`src/rtl/pkt_wr_ctrl_mq_if.sv`:
```
// Beat input, per-queue reader pointers, RAM write port and commit/status
// outputs of the multi-queue packet write controller.
interface pkt_wr_ctrl_mq_if #(
    parameter int DATA_W = 8,
    parameter int ID_W   = 3,
    parameter int NUM_Q  = 2,
    parameter int ADDR_W = 11
);
    localparam int QSEL_W  = (NUM_Q > 1) ? $clog2(NUM_Q) : 1;
    localparam int WDATA_W = DATA_W + ID_W + 2;

    logic [DATA_W-1:0]       in_data;
    logic                    in_sop;
    logic                    in_eop;
    logic [QSEL_W-1:0]       in_qos;
    logic [ID_W-1:0]         in_id;
    logic                    in_err;
    logic [NUM_Q*ADDR_W-1:0] rd_ptr;
    logic [NUM_Q-1:0]        ram_wen;
    logic [ADDR_W-1:0]       ram_waddr;
    logic [WDATA_W-1:0]      ram_wdata;
    logic [NUM_Q*ADDR_W-1:0] commit_waddr;
    logic                    pkt_done;
    logic                    pkt_drop;
    logic [1:0]              drop_cause;

    modport slave (
        input  in_data, in_sop, in_eop, in_qos, in_id, in_err, rd_ptr,
        output ram_wen, ram_waddr, ram_wdata, commit_waddr, pkt_done, pkt_drop, drop_cause
    );

    modport master (
        output in_data, in_sop, in_eop, in_qos, in_id, in_err, rd_ptr,
        input  ram_wen, ram_waddr, ram_wdata, commit_waddr, pkt_done, pkt_drop, drop_cause
    );
endinterface

```
`src/rtl/pkt_wr_ctrl_mq.sv`:
```
// Steers sop/eop framed packets into NUM_Q circular RAM queues by QoS class,
// with speculative write pointers that roll back to the committed pointer on a drop.
module pkt_wr_ctrl_mq #(
    parameter int DATA_W    = 8,
    parameter int ID_W      = 3,
    parameter int NUM_Q     = 2,
    parameter int ADDR_W    = 11,
    parameter int RAM_DEPTH = 1144,
    parameter int MAX_LEN   = 127
) (
    input  logic                clk,
    input  logic                rst_n,
    pkt_wr_ctrl_mq_if.slave     bus
);
    localparam int QSEL_W  = (NUM_Q > 1) ? $clog2(NUM_Q) : 1;
    localparam int WDATA_W = DATA_W + ID_W + 2;
    localparam int CNT_W   = $clog2(MAX_LEN + 1);
    localparam logic [CNT_W-1:0] MAX_CNT = CNT_W'(MAX_LEN);
    localparam logic [1:0] CAUSE_LEN = 2'd0, CAUSE_FULL = 2'd1, CAUSE_SOP = 2'd2, CAUSE_ERR = 2'd3;

    typedef logic [ADDR_W-1:0] addr_t;
    typedef enum logic [1:0] {IDLE, RCV, DISCARD} state_e;

    function automatic addr_t next_addr(input addr_t a);
        return (a == addr_t'(RAM_DEPTH - 1)) ? '0 : a + addr_t'(1);
    endfunction

    function automatic logic is_full(input addr_t cur, input addr_t rd);
        return next_addr(cur) == rd;
    endfunction

    function automatic logic [QSEL_W-1:0] map_qos(input logic [QSEL_W-1:0] q);
        return (int'(q) >= NUM_Q) ? QSEL_W'(NUM_Q - 1) : q;
    endfunction

    logic [DATA_W-1:0]       data_q;
    logic                    sop_q, eop_q, err_q;
    logic [QSEL_W-1:0]       qos_q;
    logic [ID_W-1:0]         id_q;
    addr_t                   rd_q [NUM_Q];

    state_e                  state_q, state_d;
    logic [QSEL_W-1:0]       pq_q, pq_d;
    logic [ID_W-1:0]         pid_q, pid_d;
    logic [CNT_W-1:0]        cnt_q, cnt_d;
    addr_t                   wr_cur_q [NUM_Q];
    addr_t                   wr_cur_d [NUM_Q];
    addr_t                   cmt_q [NUM_Q];
    addr_t                   cmt_d [NUM_Q];
    logic [NUM_Q-1:0]        wen_q, wen_d;
    addr_t                   waddr_q, waddr_d;
    logic [WDATA_W-1:0]      wdata_q, wdata_d;
    logic                    done_q, done_d, drop_q, drop_d;
    logic [1:0]              cause_q, cause_d;

    logic [NUM_Q*ADDR_W-1:0] cmt_flat;
    logic [NUM_Q*ADDR_W-1:0] cmt_out_q;
    logic                    done_out_q, drop_out_q;
    logic [1:0]              cause_out_q;

    logic                    start;
    logic [QSEL_W-1:0]       new_q;

    always_comb begin
        state_d  = state_q;
        pq_d     = pq_q;
        pid_d    = pid_q;
        cnt_d    = cnt_q;
        wr_cur_d = wr_cur_q;
        cmt_d    = cmt_q;
        wen_d    = '0;
        waddr_d  = '0;
        wdata_d  = '0;
        done_d   = 1'b0;
        drop_d   = 1'b0;
        cause_d  = CAUSE_LEN;
        start    = 1'b0;
        new_q    = map_qos(qos_q);

        if (state_q == RCV) begin
            drop_d = 1'b1;
            if (err_q)                                    cause_d = CAUSE_ERR;
            else if (sop_q)                               cause_d = CAUSE_SOP;
            else if (cnt_q >= MAX_CNT)                    cause_d = CAUSE_LEN;
            else if (is_full(wr_cur_q[pq_q], rd_q[pq_q])) cause_d = CAUSE_FULL;
            else                                          drop_d  = 1'b0;

            if (drop_d) begin
                wr_cur_d[pq_q] = cmt_q[pq_q];
                start          = sop_q && !err_q;
                state_d        = eop_q ? IDLE : DISCARD;
            end else begin
                wen_d[pq_q]    = 1'b1;
                waddr_d        = wr_cur_q[pq_q];
                wdata_d        = {1'b0, eop_q, pid_q, data_q};
                wr_cur_d[pq_q] = next_addr(wr_cur_q[pq_q]);
                cnt_d          = cnt_q + CNT_W'(1);
                if (eop_q) begin
                    cmt_d[pq_q] = next_addr(wr_cur_q[pq_q]);
                    done_d      = 1'b1;
                    state_d     = IDLE;
                end
            end
        end else if (sop_q && err_q) begin
            drop_d  = 1'b1;
            cause_d = CAUSE_ERR;
            state_d = eop_q ? IDLE : DISCARD;
        end else if (sop_q) begin
            start = 1'b1;
        end else if (eop_q) begin
            state_d = IDLE;
        end

        // A new packet always starts at its queue's committed pointer, which is
        // also where an aborted packet on the same queue was rolled back to.
        if (start) begin
            pq_d  = new_q;
            pid_d = id_q;
            cnt_d = CNT_W'(1);
            if (is_full(cmt_q[new_q], rd_q[new_q])) begin
                if (!drop_d) cause_d = CAUSE_FULL;
                drop_d  = 1'b1;
                state_d = eop_q ? IDLE : DISCARD;
            end else begin
                wen_d[new_q]    = 1'b1;
                waddr_d         = cmt_q[new_q];
                wdata_d         = {1'b1, eop_q, id_q, data_q};
                wr_cur_d[new_q] = next_addr(cmt_q[new_q]);
                if (eop_q) begin
                    cmt_d[new_q] = next_addr(cmt_q[new_q]);
                    done_d       = 1'b1;
                    state_d      = IDLE;
                end else begin
                    state_d = RCV;
                end
            end
        end
    end

    always_comb begin
        cmt_flat = '0;
        for (int q = 0; q < NUM_Q; q++) cmt_flat[q*ADDR_W +: ADDR_W] = cmt_q[q];
    end

    always_ff @(posedge clk or negedge rst_n) begin
        if (!rst_n) begin
            data_q      <= '0;
            sop_q       <= 1'b0;
            eop_q       <= 1'b0;
            err_q       <= 1'b0;
            qos_q       <= '0;
            id_q        <= '0;
            state_q     <= IDLE;
            pq_q        <= '0;
            pid_q       <= '0;
            cnt_q       <= '0;
            wen_q       <= '0;
            waddr_q     <= '0;
            wdata_q     <= '0;
            done_q      <= 1'b0;
            drop_q      <= 1'b0;
            cause_q     <= '0;
            cmt_out_q   <= '0;
            done_out_q  <= 1'b0;
            drop_out_q  <= 1'b0;
            cause_out_q <= '0;
            for (int q = 0; q < NUM_Q; q++) begin
                rd_q[q]     <= '0;
                wr_cur_q[q] <= '0;
                cmt_q[q]    <= '0;
            end
        end else begin
            // input stage
            data_q <= bus.in_data;
            sop_q  <= bus.in_sop;
            eop_q  <= bus.in_eop;
            err_q  <= bus.in_err;
            qos_q  <= bus.in_qos;
            id_q   <= bus.in_id;
            for (int q = 0; q < NUM_Q; q++) rd_q[q] <= bus.rd_ptr[q*ADDR_W +: ADDR_W];
            // decision stage: RAM write, speculative and internal commit pointers
            state_q  <= state_d;
            pq_q     <= pq_d;
            pid_q    <= pid_d;
            cnt_q    <= cnt_d;
            wr_cur_q <= wr_cur_d;
            cmt_q    <= cmt_d;
            wen_q    <= wen_d;
            waddr_q  <= waddr_d;
            wdata_q  <= wdata_d;
            done_q   <= done_d;
            drop_q   <= drop_d;
            cause_q  <= drop_d ? cause_d : 2'd0;
            // publish stage: commit pointers and status pulses
            cmt_out_q   <= cmt_flat;
            done_out_q  <= done_q;
            drop_out_q  <= drop_q;
            cause_out_q <= cause_q;
        end
    end

    assign bus.ram_wen      = wen_q;
    assign bus.ram_waddr    = waddr_q;
    assign bus.ram_wdata    = wdata_q;
    assign bus.commit_waddr = cmt_out_q;
    assign bus.pkt_done     = done_out_q;
    assign bus.pkt_drop     = drop_out_q;
    assign bus.drop_cause   = cause_out_q;
endmodule

```
`src/flat_wrapper.sv`:
```
// flat-port wrapper written by rule: the top's interface ports become plain ports
module pkt_wr_ctrl_mq_flat 
#(
    parameter int DATA_W    = 8,
    parameter int ID_W      = 3,
    parameter int NUM_Q     = 2,
    parameter int ADDR_W    = 11,
    parameter int RAM_DEPTH = 1144,
    parameter int MAX_LEN   = 127
)
  (clk, rst_n, bus_in_data, bus_in_sop, bus_in_eop, bus_in_qos, bus_in_id, bus_in_err, bus_rd_ptr, bus_ram_wen, bus_ram_waddr, bus_ram_wdata, bus_commit_waddr, bus_pkt_done, bus_pkt_drop, bus_drop_cause);
  pkt_wr_ctrl_mq_if #(.DATA_W(DATA_W), .ID_W(ID_W), .NUM_Q(NUM_Q), .ADDR_W(ADDR_W)) bus_i ();
  input  logic clk;
  input  logic rst_n;
  input wire logic [$bits(bus_i.in_data)-1:0] bus_in_data;
  input wire logic [$bits(bus_i.in_sop)-1:0] bus_in_sop;
  input wire logic [$bits(bus_i.in_eop)-1:0] bus_in_eop;
  input wire logic [$bits(bus_i.in_qos)-1:0] bus_in_qos;
  input wire logic [$bits(bus_i.in_id)-1:0] bus_in_id;
  input wire logic [$bits(bus_i.in_err)-1:0] bus_in_err;
  input wire logic [$bits(bus_i.rd_ptr)-1:0] bus_rd_ptr;
  output wire logic [$bits(bus_i.ram_wen)-1:0] bus_ram_wen;
  output wire logic [$bits(bus_i.ram_waddr)-1:0] bus_ram_waddr;
  output wire logic [$bits(bus_i.ram_wdata)-1:0] bus_ram_wdata;
  output wire logic [$bits(bus_i.commit_waddr)-1:0] bus_commit_waddr;
  output wire logic [$bits(bus_i.pkt_done)-1:0] bus_pkt_done;
  output wire logic [$bits(bus_i.pkt_drop)-1:0] bus_pkt_drop;
  output wire logic [$bits(bus_i.drop_cause)-1:0] bus_drop_cause;
  assign bus_i.in_data = bus_in_data;
  assign bus_i.in_sop = bus_in_sop;
  assign bus_i.in_eop = bus_in_eop;
  assign bus_i.in_qos = bus_in_qos;
  assign bus_i.in_id = bus_in_id;
  assign bus_i.in_err = bus_in_err;
  assign bus_i.rd_ptr = bus_rd_ptr;
  assign bus_ram_wen = bus_i.ram_wen;
  assign bus_ram_waddr = bus_i.ram_waddr;
  assign bus_ram_wdata = bus_i.ram_wdata;
  assign bus_commit_waddr = bus_i.commit_waddr;
  assign bus_pkt_done = bus_i.pkt_done;
  assign bus_pkt_drop = bus_i.pkt_drop;
  assign bus_drop_cause = bus_i.drop_cause;
  pkt_wr_ctrl_mq #(.DATA_W(DATA_W), .ID_W(ID_W), .NUM_Q(NUM_Q), .ADDR_W(ADDR_W), .RAM_DEPTH(RAM_DEPTH), .MAX_LEN(MAX_LEN)) u_core (.clk(clk), .rst_n(rst_n), .bus(bus_i));
endmodule
```
`config.mk`:
```
export PLATFORM = sky130hd
export DESIGN_NAME = pkt_wr_ctrl_mq_flat
export DESIGN_NICKNAME = d
export VERILOG_FILES = /design/src/rtl/pkt_wr_ctrl_mq_if.sv /design/src/rtl/pkt_wr_ctrl_mq.sv /design/src/flat_wrapper.sv
export SDC_FILE = /design/constraint.sdc
export NUM_CORES = 1
export LEC_CHECK = 0
export BUFFER_PORTS_ARGS = -buffer_cell sky130_fd_sc_hd__clkbuf_2
export CAP_MARGIN = 10
export CELL_PAD_IN_SITES_DETAIL_PLACEMENT = 1
export CELL_PAD_IN_SITES_GLOBAL_PLACEMENT = 1
export CORE_MARGIN = 4
export CORE_UTILIZATION = 46
export DETAILED_ROUTE_END_ITERATION = 10
export HOLD_SLACK_MARGIN = 0.1
export PLACE_DENSITY = 0.89
export SLEW_MARGIN = 0
export SYNTH_ARGS = -nofsm -noshare
export SYNTH_HDL_FRONTEND = slang
export SYNTH_SLANG_ARGS = --single-unit
```
`constraint.sdc`:
```
create_clock -name clk -period 4.5 [get_ports clk]
set_clock_uncertainty 0.05 [all_clocks]
set_input_delay 0.45 -clock clk [delete_from_list [all_inputs] [get_ports clk]]
set_output_delay 0.45 -clock clk [all_outputs]
set_load 0.01 [all_outputs]
```
==> results of run 1 <==
## worst min path at each step
stage	from	endpoint	slack (ns)	depth (start not counted)
after floorplan	rst_n	u_core.bus.commit_waddr[0]	0.10	0
after global placement	u_core.cause_q[1]	u_core.bus.drop_cause[1]	0.29	0
after detailed placement	u_core.cause_q[0]	u_core.bus.drop_cause[0]	0.29	0
after CTS	u_core.cause_q[0]	u_core.bus.drop_cause[0]	0.30	0
after global routing	u_core.cause_q[0]	u_core.bus.drop_cause[0]	0.32	0
final	u_core.cause_q[0]	u_core.bus.drop_cause[0]	0.30	0
## routing by layer
layer | global-route usage, % | part of all wire (%)
met5 | 0 | 0
met4 | 11.8 | 3.0
met3 | 7.56 | 7.5
met2 | 49.7 | 50
met1 | 38.8 | 40
## cell usage in the layout, fill, tap and decap left out, drive strengths merged, types with 13 or more instances in the layout
cell type / netlist / routed
dfrtp: 150 / 150
clkbuf: 15 / 109
nand2: 67 / 67
mux2i: 64 / 64
nor2: 41 / 41
dlygate4sd3: 0 / 38
buf: 28 / 31
a21oi: 28 / 28
mux2: 26 / 26
o21ai: 24 / 24
nand3: 23 / 23
and2: 18 / 18
xnor2: 17 / 17
a31oi: 16 / 16
xor2: 14 / 14
o22ai: 14 / 14
inv: 8 / 13
## Yosys cell counts (all sizes together), types with 3 or more instances
| library cell | instances | area share (%) |
|---|---|---|
| dfrtp | 150 | 49 |
| nand2 | 67 | 3.3 |
| mux2i | 64 | 8.3 |
| nor2 | 41 | 2.0 |
| a21oi | 28 | 1.9 |
| buf | 28 | 2.7 |
| mux2 | 26 | 3.9 |
| o21ai | 24 | 1.8 |
| nand3 | 23 | 1.5 |
| and2 | 18 | 1.5 |
| xnor2 | 17 | 1.9 |
| a31oi | 16 | 1.3 |
| clkbuf | 15 | 0.77 |
| o22ai | 14 | 1.2 |
| xor2 | 14 | 1.6 |
| nor3 | 11 | 0.72 |
| nor2b | 10 | 0.81 |
| nand4 | 9 | 0.73 |
| nand4b | 9 | 1.0 |
| inv | 8 | 0.39 |
| nand2b | 8 | 0.65 |
| a22o | 7 | 0.80 |
| o211ai | 6 | 0.65 |
| and3 | 5 | 0.41 |
| nand3b | 5 | 0.65 |
| nor4 | 5 | 0.49 |
| o31ai | 5 | 0.49 |
| or3 | 5 | 0.41 |
| a211oi | 4 | 0.39 |
| a221oi | 4 | 0.70 |
| o21a | 4 | 0.39 |
| or4 | 4 | 0.39 |
| a22oi | 3 | 0.36 |
| ha | 3 | 0.49 |
| o2111ai | 3 | 0.80 |
| o2bb2ai | 3 | 0.34 |
| o32a | 3 | 0.39 |
| o32ai | 3 | 0.34 |
## power breakdown
part,total [mW],internal [mW],switching [mW]
Sequential,2.04,1.65,0.388
Combinational,1.94,0.747,1.20
Clock,1.52,0.913,0.612
## flip-flops by register name, summed over array words and instances, names as in the netlist, 2 cells and up
name,flops
u_core.pid_q,3
u_core.wr_cur_q,22
u_core.bus.commit_waddr,22
u_core.bus.ram_wdata,13
u_core.data_q,8
u_core.bus.drop_cause,2
u_core.state_q,2
u_core.cmt_flat,22
u_core.rd_q,22
u_core.id_q,3
u_core.cause_q,2
u_core.cnt_q,7
u_core.bus.ram_wen,2
u_core.bus.ram_waddr,11
## critical path: stages (launching register included)
cell and delay, ns:
dfrtp_1 0.43, buf_4 0.50, mux2i_1 0.73, xor3_1 0.59
nor2_1 0.10, a211oi_1 0.08, or4_1 0.77, o21ai_2 0.39
buf_4 0.27, nor3_1 0.09, a211o_1 0.23
## timing repair
action                                  CTS  global route
hold buffers                             38             0
endpoints found under the setup margin    3            47
gates resized for setup                   1             7
pin swaps                                 0             1
endpoints found under the hold margin    93             0
setup buffers                             0             3
## cells by family after synthesis
logic type | Yosys count
AOI/OAI and AO/OA | 152
muxes | 90
buffers and inverters | 51
DFF | 150
and+or+nand+nor | 228
xor gates and xnor gates | 33
adders and majority gates | 4
## per-stage QoR
step | util [%] | cell area (sq um) | hold slack (ns) | instances
finish | 58.5 | 9430 | 0.296 | 1071
floorplan | - | 7680 | 0.104 | 708
global route | 58.5 | 9430 | 0.320 | 1071
CTS | 58.1 | 9360 | 0.299 | 1068
detailed placement | 51.9 | 8360 | 0.286 | 998
global placement | 51.9 | 8360 | 0.285 | 998
## area by class of cell
class	instances	area share, %
multi-input combinational	507	38.9
inverter	8	0.318
timing repair buffer	158	11.5
tap	216	2.87
clock inverter	12	1.75
clock buffer	20	4.84
sequential	150	39.8
==> results.py, run 1 <==
metrics = {
    "power": {
        "total_power_mw": 5.51,
        "power_leakage_nw": 4.32,
        "ir_worst_vdd_mv": 0.312,
        "power.density_nw_per_um2": 584,
    },
    "critical_path": {
        "reg2reg_to": "u_core.wr_cur_q[0]",
        "cp-start-kind": "flip-flop",
        "cp-endpoint": "u_core.wr_cur_q[0]",
        "crit_type": "reg2reg",
        "worst-path-max-fanout": 40,
        "ff2ff_setup_slack_ns": 0.11,
        "arrival_ns": 4.65,
        "ff2ff_path_depth": 10,
        "worstReg2RegStart": "u_core.new_q",
        "end_kind": "flip-flop",
        "startpoint": "u_core.new_q",
        "cp.required_ns": 4.77,
    },
    "sta": {
        "period_minus_slack_ns": 4.39,
        "setup_viol": 0,
        "fmax_mhz": 228,
        "slew_headroom_pct": 34.3,
        "slew_violations": 0,
        "period_share_pct": 97.5,
        "fin_setup_tns_ns": 0,
        "hold_violations": 0,
        "worst_pin_slew_ns": 0.983,
        "grt_setup_unrepaired": "no",
        "setup_ws_ns": 0.114,
    },
    "yosys": {
        "synth_top_family_by_area": "simple AND/OR/NAND/NOR gates",
        "synth_area_sq_um": 7680,
        "ys_ff_latch": 150,
        "synth_fa_ha_area_share_pct": 0.619,
        "ys_seq_area_share_pct": 48.9,
        "async_reset_ff_share_pct": 100,
        "synth_compound_area_share_pct": 14.8,
        "ys_types": 83,
        "ys.flop_type": "dfrtp_1",
        "syn-instance-count": 708,
        "synth-simple-area-share_pct": 15.4,
        "yosysWarnings": 0,
        "synth-edff-count": 0,
        "syn_area_per_cell_sq_um": 10.9,
        "muxShareOfSynthArea_pct": 12.2,
        "synthesis.nets": 750,
        "synth_xor_area_share_pct": 4.14,
    },
    "global_route": {
        "overflow": 0,
        "grt_pass1_vias": 7082,
        "grtUsageTotal_pct": 30.3,
        "grt_pass1_wl_mm": 42.2,
        "antenna_found_initial": 0,
        "grt_max_degree": 59,
    },
    "detailed_routing": {
        "vias_per_cell": 6.24,
        "vias": 6681,
        "initialDrtViolationCount": 683,
        "firstDrtPassIters": 5,
        "wire_per_inst_um": 25.7,
        "drc_errors": 0,
        "wl_mm": 27.6,
        "ant_nets": 0,
    },
    "status": {
        "outcome": "finished clean",
    },
    "die": {
        "ios": 91,
        "die_h_um": 137,
        "start_util_pct": 47.7,
        "die_area_sq_um": 18800,
        "die_x_um": 137,
        "rows": 46,
        "core_sq_um": 16100,
    },
    "min_path": {
        "hp-class": "reg2reg",
    },
    "placed_design": {
        "place_congestion": 0.938,
        "portBuffers": 90,
        "dpl.hpwl_mm": 19.5,
        "place_ws_ns": 0.00975,
    },
    "layout": {
        "diodes": 0,
        "drive_above_1_share_pct": 23.6,
        "multiInputGateArea_sq_um": 3660,
        "fillers": 1739,
        "syn_to_final_growth_pct": 22.7,
        "fin_nets": 884,
        "regArea_sq_um": 3750,
    },
    "clock_tree": {
        "insertion_delay_ns": 0.43,
        "h-tree-depth": 4,
        "cts_tree": "yes",
        "clock_tree.buffer_depth": 2,
        "root_buffer": "clkbuf_16",
        "cts_buffers": 17,
        "path_clk_slew_ns": 0.07,
        "clock_sinks": 150,
    },
    "flow_run": {
        "drv_cap": 0,
    },
}
(Power assumes the default switching activity.)
==> inputs of run 2 (changes only) <==
CORE_UTILIZATION = 48   (was 46)
CTS_BUF_LIST = sky130_fd_sc_hd__clkbuf_8   (was unset)
PLACE_DENSITY = 0.92   (was 0.89)
==> run 2 against run 1 <==
Total power shrank 4.9%. Fmax grew 1.2%. Combinational power grew 2%. Core utilization grew 1.4 points. Setup slack gained 0.051 ns. Flip-flop and latch count is the same. Sequential power is essentially flat. Via count grew 1.0%. Global-route usage grew 2.8 points. Wire length grew 5.7%. Sequential share of layout area grew 0.79 points. Critical path type unchanged. Critical endpoint is now u_core.wr_cur_q[18].
==> results.py, run 2 (synthesized netlist as in run 1, its figures left out) <==
metrics = {
    "sta": {
        "slew_violations": 0,
        "grt_setup_unrepaired": "no",
        "period_minus_slack_ns": 4.33,
        "hold_violations": 0,
        "worst_pin_slew_ns": 1.02,
        "whs_ns": 0.304,
        "setup_ws_ns": 0.165,
        "fmax_mhz": 231,
        "setup_viol": 0,
        "fin_setup_tns_ns": 0,
        "period_share_pct": 96.3,
        "slew_headroom_pct": 32.0,
    },
    "critical_path": {
        "worst-path-max-fanout": 14,
        "crit_type": "reg2reg",
        "reg2reg_to": "u_core.wr_cur_q[18]",
        "arrival_ns": 4.62,
        "ff2ff_setup_slack_ns": 0.17,
        "ff2ff_path_depth": 11,
        "cp.required_ns": 4.79,
        "cp-start-kind": "flip-flop",
        "end_kind": "flip-flop",
        "worstReg2RegStart": "u_core.new_q",
    },
    "layout": {
        "fin_nets": 888,
        "drive_above_1_share_pct": 24.0,
        "syn_to_final_growth_pct": 20.4,
        "final_common_cell": "dfrtp_1",
        "layout_common_cells": "dfrtp_1 (148), clkbuf_2 (89), nand2_1 (67), mux2i_1 (64), nor2_1 (41)",
        "utilization_pct": 60.0,
        "diodes": 0,
        "finish.instance_area_sq_um": 9250,
        "stdcell_count": 1070,
    },
    "die": {
        "rows": 45,
        "die_area_sq_um": 18100,
        "core_sq_um": 15400,
        "start_util_pct": 49.8,
        "die_x_um": 135,
        "ios": 91,
        "die_h_um": 135,
    },
    "global_route": {
        "grt_pass1_wl_mm": 44.9,
        "grt_max_degree": 108,
        "grtUsageTotal_pct": 33.1,
        "overflow": 0,
        "grt_pass1_vias": 7227,
        "antenna_found_initial": 1,
    },
    "min_path": {
        "worstHoldStart": "u_core.cause_q[1]",
        "min_path_cells": 0,
        "whs_endpoint": "u_core.bus.drop_cause[1]",
        "hp-class": "reg2reg",
    },
    "detailed_routing": {
        "ant_nets": 0,
        "initialDrtViolationCount": 767,
        "wire_per_inst_um": 27.2,
        "firstDrtPassIters": 5,
        "vias": 6749,
        "drc_errors": 0,
        "vias_per_cell": 6.31,
        "wl_mm": 29.1,
    },
    "power": {
        "p_switching_mw": 2.25,
        "power_leakage_nw": 4.25,
        "combinationalPowerShare_pct": 37.8,
        "power.density_nw_per_um2": 566,
        "p_clk_share_pct": 22.9,
        "power.share.sequential_pct": 39.3,
        "ir_worst_vdd_mv": 0.288,
        "intPower_mw": 2.99,
        "total_power_mw": 5.24,
        "netSwitchingFraction_pct": 42.9,
    },
    "flow_run": {
        "drv_cap": 0,
    },
    "placed_design": {
        "portBuffers": 90,
        "place_congestion": 0.982,
        "postPlaceCellArea_sq_um": 8410,
        "dpl.hpwl_mm": 20.2,
        "dp.cells": 1000,
        "place_ws_ns": 0.279,
    },
    "status": {
        "outcome": "finished clean",
    },
    "clock_tree": {
        "postCtsSetupRepairBufs": 0,
        "h-tree-depth": 4,
        "path_clk_slew_ns": 0.09,
        "cts_buffers": 17,
        "cts_tree": "yes",
        "clock_tree.buffer_depth": 2,
        "insertion_delay_ns": 0.48,
        "clock_sinks": 150,
        "root_buffer": "clkbuf_8",
    },
}
[run 2: how the worst max path moves through the flow]
stage,cells past startpoint,startpoint,slack (ns),endpoint
floorplan,16,u_core.pq_q,0.45,u_core.wr_cur_q[15]
global placement,12,u_core.pq_q,0.29,u_core.wr_cur_q[0]
detailed placement,12,u_core.pq_q,0.28,u_core.bus.ram_wdata[1]
CTS,12,u_core.pq_q,0.19,u_core.wr_cur_q[15]
global route,11,u_core.new_q,0.07,u_core.wr_cur_q[20]
finish,11,u_core.new_q,0.17,u_core.wr_cur_q[18]
[run 2: layer usage]
metal / global-route usage [%] / up-vias / part of all wire, %
li1: - / 2861 / -
met1: 44.0 / 3436 / 41
met2: 52.3 / 376 / 47
met3: 8.46 / 76 / 8.5
met4: 13.1 / 0 / 3.4
met5: 0 / - / 0
[run 2: repair_timing]
item	CTS	global route
gates resized for setup	0	3
hold endpoints to repair	69	0
setup endpoints to repair	0	21
hold buffers	38	0
[run 2: worst max-delay path, stage by stage (launching register included)]
cell and delay (ns):
dfrtp_2 0.55, mux2_2 0.40, ha_1 0.31, nand4b_1 0.23
a22oi_2 0.12, xnor2_1 0.36, and2_1 0.26, a211oi_1 0.10
or4_1 0.78, o21ai_4 0.51, and2_1 0.38, a31oi_1 0.14
[run 2: power groups by stage]
| stage | combinational [mW] | sequential (mW) | clock (mW) |
|---|---|---|---|
| floorplan | 1.12 | 1.94 | 0 |
| global placement | 1.81 | 2.03 | 0 |
| detailed placement | 1.86 | 2.04 | 0 |
| CTS | 1.91 | 2.02 | 1.19 |
| global route | 2.09 | 2.08 | 1.28 |
| finish | 1.98 | 2.06 | 1.20 |
[run 2: cell type report]
class / instances / area (sq um)
Inverter: 8 / 30.0
Sequential cell: 150 / 3760
Clock buffer: 17 / 234
Clock inverter: 15 / 216
Fill cell: 1733 / 6180
Multi-Input combinational cell: 507 / 3640
Tap cell: 211 / 264
Timing Repair Buffer: 162 / 1100
==> inputs of run 3 (changes only) <==
GPL_TIMING_DRIVEN = 0   (was unset)
TNS_END_PERCENT = 30   (was unset)
clock period = 4.8 ns   (was 4.5 ns; I/O delays follow)
==> run 3 against run 2 <==
Via count is 2.1% higher. Non-clock buffer count is 13 higher. Final area is 1.0% higher. Final cell count is 1.3% higher. Sequential share of layout area is 0.44 points lower. Critical path depth is 6 higher. Fmax is 8.1% lower. Total power is 8.2% lower. Clock power is 12% lower. Die area stayed put. Count of clock-buffer cells in the layout stayed put. Largest cell class unchanged.
==> results.py, run 3 (synthesized netlist as in run 1, its figures left out) <==
metrics = {
    "critical_path": {
        "cp.required_ns": 5.08,
        "arrival_ns": 5.00,
        "cp-start-kind": "flip-flop",
        "worst-path-max-fanout": 10,
        "crit_type": "reg2reg",
        "end_kind": "flip-flop",
    },
    "sta": {
        "fmax_mhz": 212,
        "setup_viol": 0,
        "slew_headroom_pct": 41.6,
        "whs_ns": 0.302,
        "slew_violations": 0,
        "hold_violations": 0,
        "worst_pin_slew_ns": 0.867,
        "period_share_pct": 98.3,
        "period_minus_slack_ns": 4.72,
    },
    "detailed_routing": {
        "wire_per_inst_um": 25.9,
        "vias_per_cell": 6.36,
        "drc_errors": 0,
        "initialDrtViolationCount": 684,
        "firstDrtPassIters": 7,
        "vias": 6894,
        "ant_nets": 0,
        "wl_mm": 28.1,
    },
    "die": {
        "rows": 45,
        "die_x_um": 135,
        "start_util_pct": 49.8,
        "ios": 91,
        "die_h_um": 135,
        "core_sq_um": 15400,
        "die_area_sq_um": 18100,
    },
    "status": {
        "outcome": "finished clean",
    },
    "clock_tree": {
        "root_buffer": "clkbuf_8",
        "h-tree-depth": 4,
        "clock_tree.buffer_depth": 2,
        "clock_sinks": 150,
        "insertion_delay_ns": 0.48,
        "path_clk_slew_ns": 0.10,
        "cts_buffers": 17,
        "cts_tree": "yes",
    },
    "layout": {
        "syn_to_final_growth_pct": 21.6,
        "diodes": 0,
        "final_common_cell": "dfrtp_1",
        "stdcell_count": 1084,
        "layout_common_cells": "dfrtp_1 (150), clkbuf_2 (91), nand2_1 (66), mux2i_1 (64), nor2_1 (41)",
        "fillers": 1706,
        "drive_above_1_share_pct": 24.2,
        "fin_nets": 902,
    },
    "min_path": {
        "hp-class": "reg2reg",
    },
    "global_route": {
        "antenna_found_initial": 0,
        "overflow": 0,
        "grtUsageTotal_pct": 31.7,
        "grt_pass1_wl_mm": 43.2,
        "grt_pass1_vias": 7300,
        "grt_max_degree": 86,
    },
    "placed_design": {
        "place_congestion": 0.998,
        "dp.cells": 1010,
        "portBuffers": 90,
        "dpl.hpwl_mm": 18.7,
    },
    "power": {
        "ir_worst_vdd_mv": 0.280,
        "power_leakage_nw": 4.30,
        "power.density_nw_per_um2": 514,
    },
    "flow_run": {
        "drv_cap": 0,
    },
}
run 3: metal layers:
layer	track usage [%]	wire, um	vias up
met5	0	0	-
met4	15.8	1360	0
met3	8.08	2860	127
met2	50.8	13100	452
met1	40.0	10700	3421
li1	-	-	2894
run 3: stage by stage:
step	TNS, ns	utilization, %	setup slack (ns)	total power [mW]	cell area (sq um)
2_1_floorplan	0	-	0.748	2.87	7680
3_3_place_gp	-24.11	54.4	-0.537	3.48	8400
3_5_place_dp	-31.87	54.7	-0.615	3.57	8430
4_1_cts	0	60.0	0.00163	4.66	9250
5_1_grt	-0.106	60.6	-0.0453	4.99	9340
6_report	0	60.6	0.0835	4.81	9340
run 3: final timing paths:
| check | start | to | slack (ns) | depth (start not counted) |
|---|---|---|---|---|
| worst min register to register | u_core.cause_q[0] | u_core.bus.drop_cause[0] | 0.30 | 0 |
| max in group asynchronous | rst_n | u_core.bus.ram_wdata[11] | 3.41 | 3 |
| worst max-delay path | u_core.new_q | u_core.wr_cur_q[12] | 0.08 | 17 |
| worst max register to register | u_core.new_q | u_core.wr_cur_q[12] | 0.08 | 17 |
| min in group asynchronous | rst_n | u_core.cmt_flat[18] | 0.50 | 2 |
| worst min-delay path | u_core.cause_q[0] | u_core.bus.drop_cause[0] | 0.30 | 0 |
run 3: worst max-delay path, stage by stage, from the launching register on:
cell and delay [ns]:
dfrtp_1 0.35, buf_6 0.15, buf_6 0.19, buf_6 0.20, buf_6 0.23, mux2_2 0.24, ha_2 0.33, nand4b_1 0.26
a221oi_4 0.43, xor2_2 0.22, a32oi_1 0.26, nand3_1 0.11, or4_1 0.47, buf_6 0.19, o21ai_4 0.32, and2_1 0.18
buf_2 0.23, a31oi_1 0.14
run 3: repair_timing:
action | in CTS | in global routing
gates cloned | 0 | 1
gates resized for setup | 10 | 10
setup endpoints to repair | 81 | 74
buffers inserted | 0 | 5
hold endpoints to repair | 102 | 0
hold buffers | 38 | 0
pin swaps | 0 | 5
run 3: layout make-up:
class | instances | area [sq um] | area share, %
Multi-Input combinational cell | 508 | 3690 | 39.5
Buffer | 41 | 282 | 3.01
Clock buffer | 17 | 234 | 2.50
Timing Repair Buffer | 134 | 905 | 9.68
Sequential cell | 150 | 3750 | 40.2
Clock inverter | 15 | 184 | 1.97
Inverter | 8 | 30.0 | 0.321
Tap cell | 211 | 264 | 2.83
run 3: report_power, final:
group / total (mW) / switching (mW) / internal (mW)
Clock: 1.06 / 0.573 / 0.486
Combinational: 1.82 / 1.12 / 0.701
Sequential: 1.93 / 0.384 / 1.54
Total: 4.81 / 2.07 / 2.73
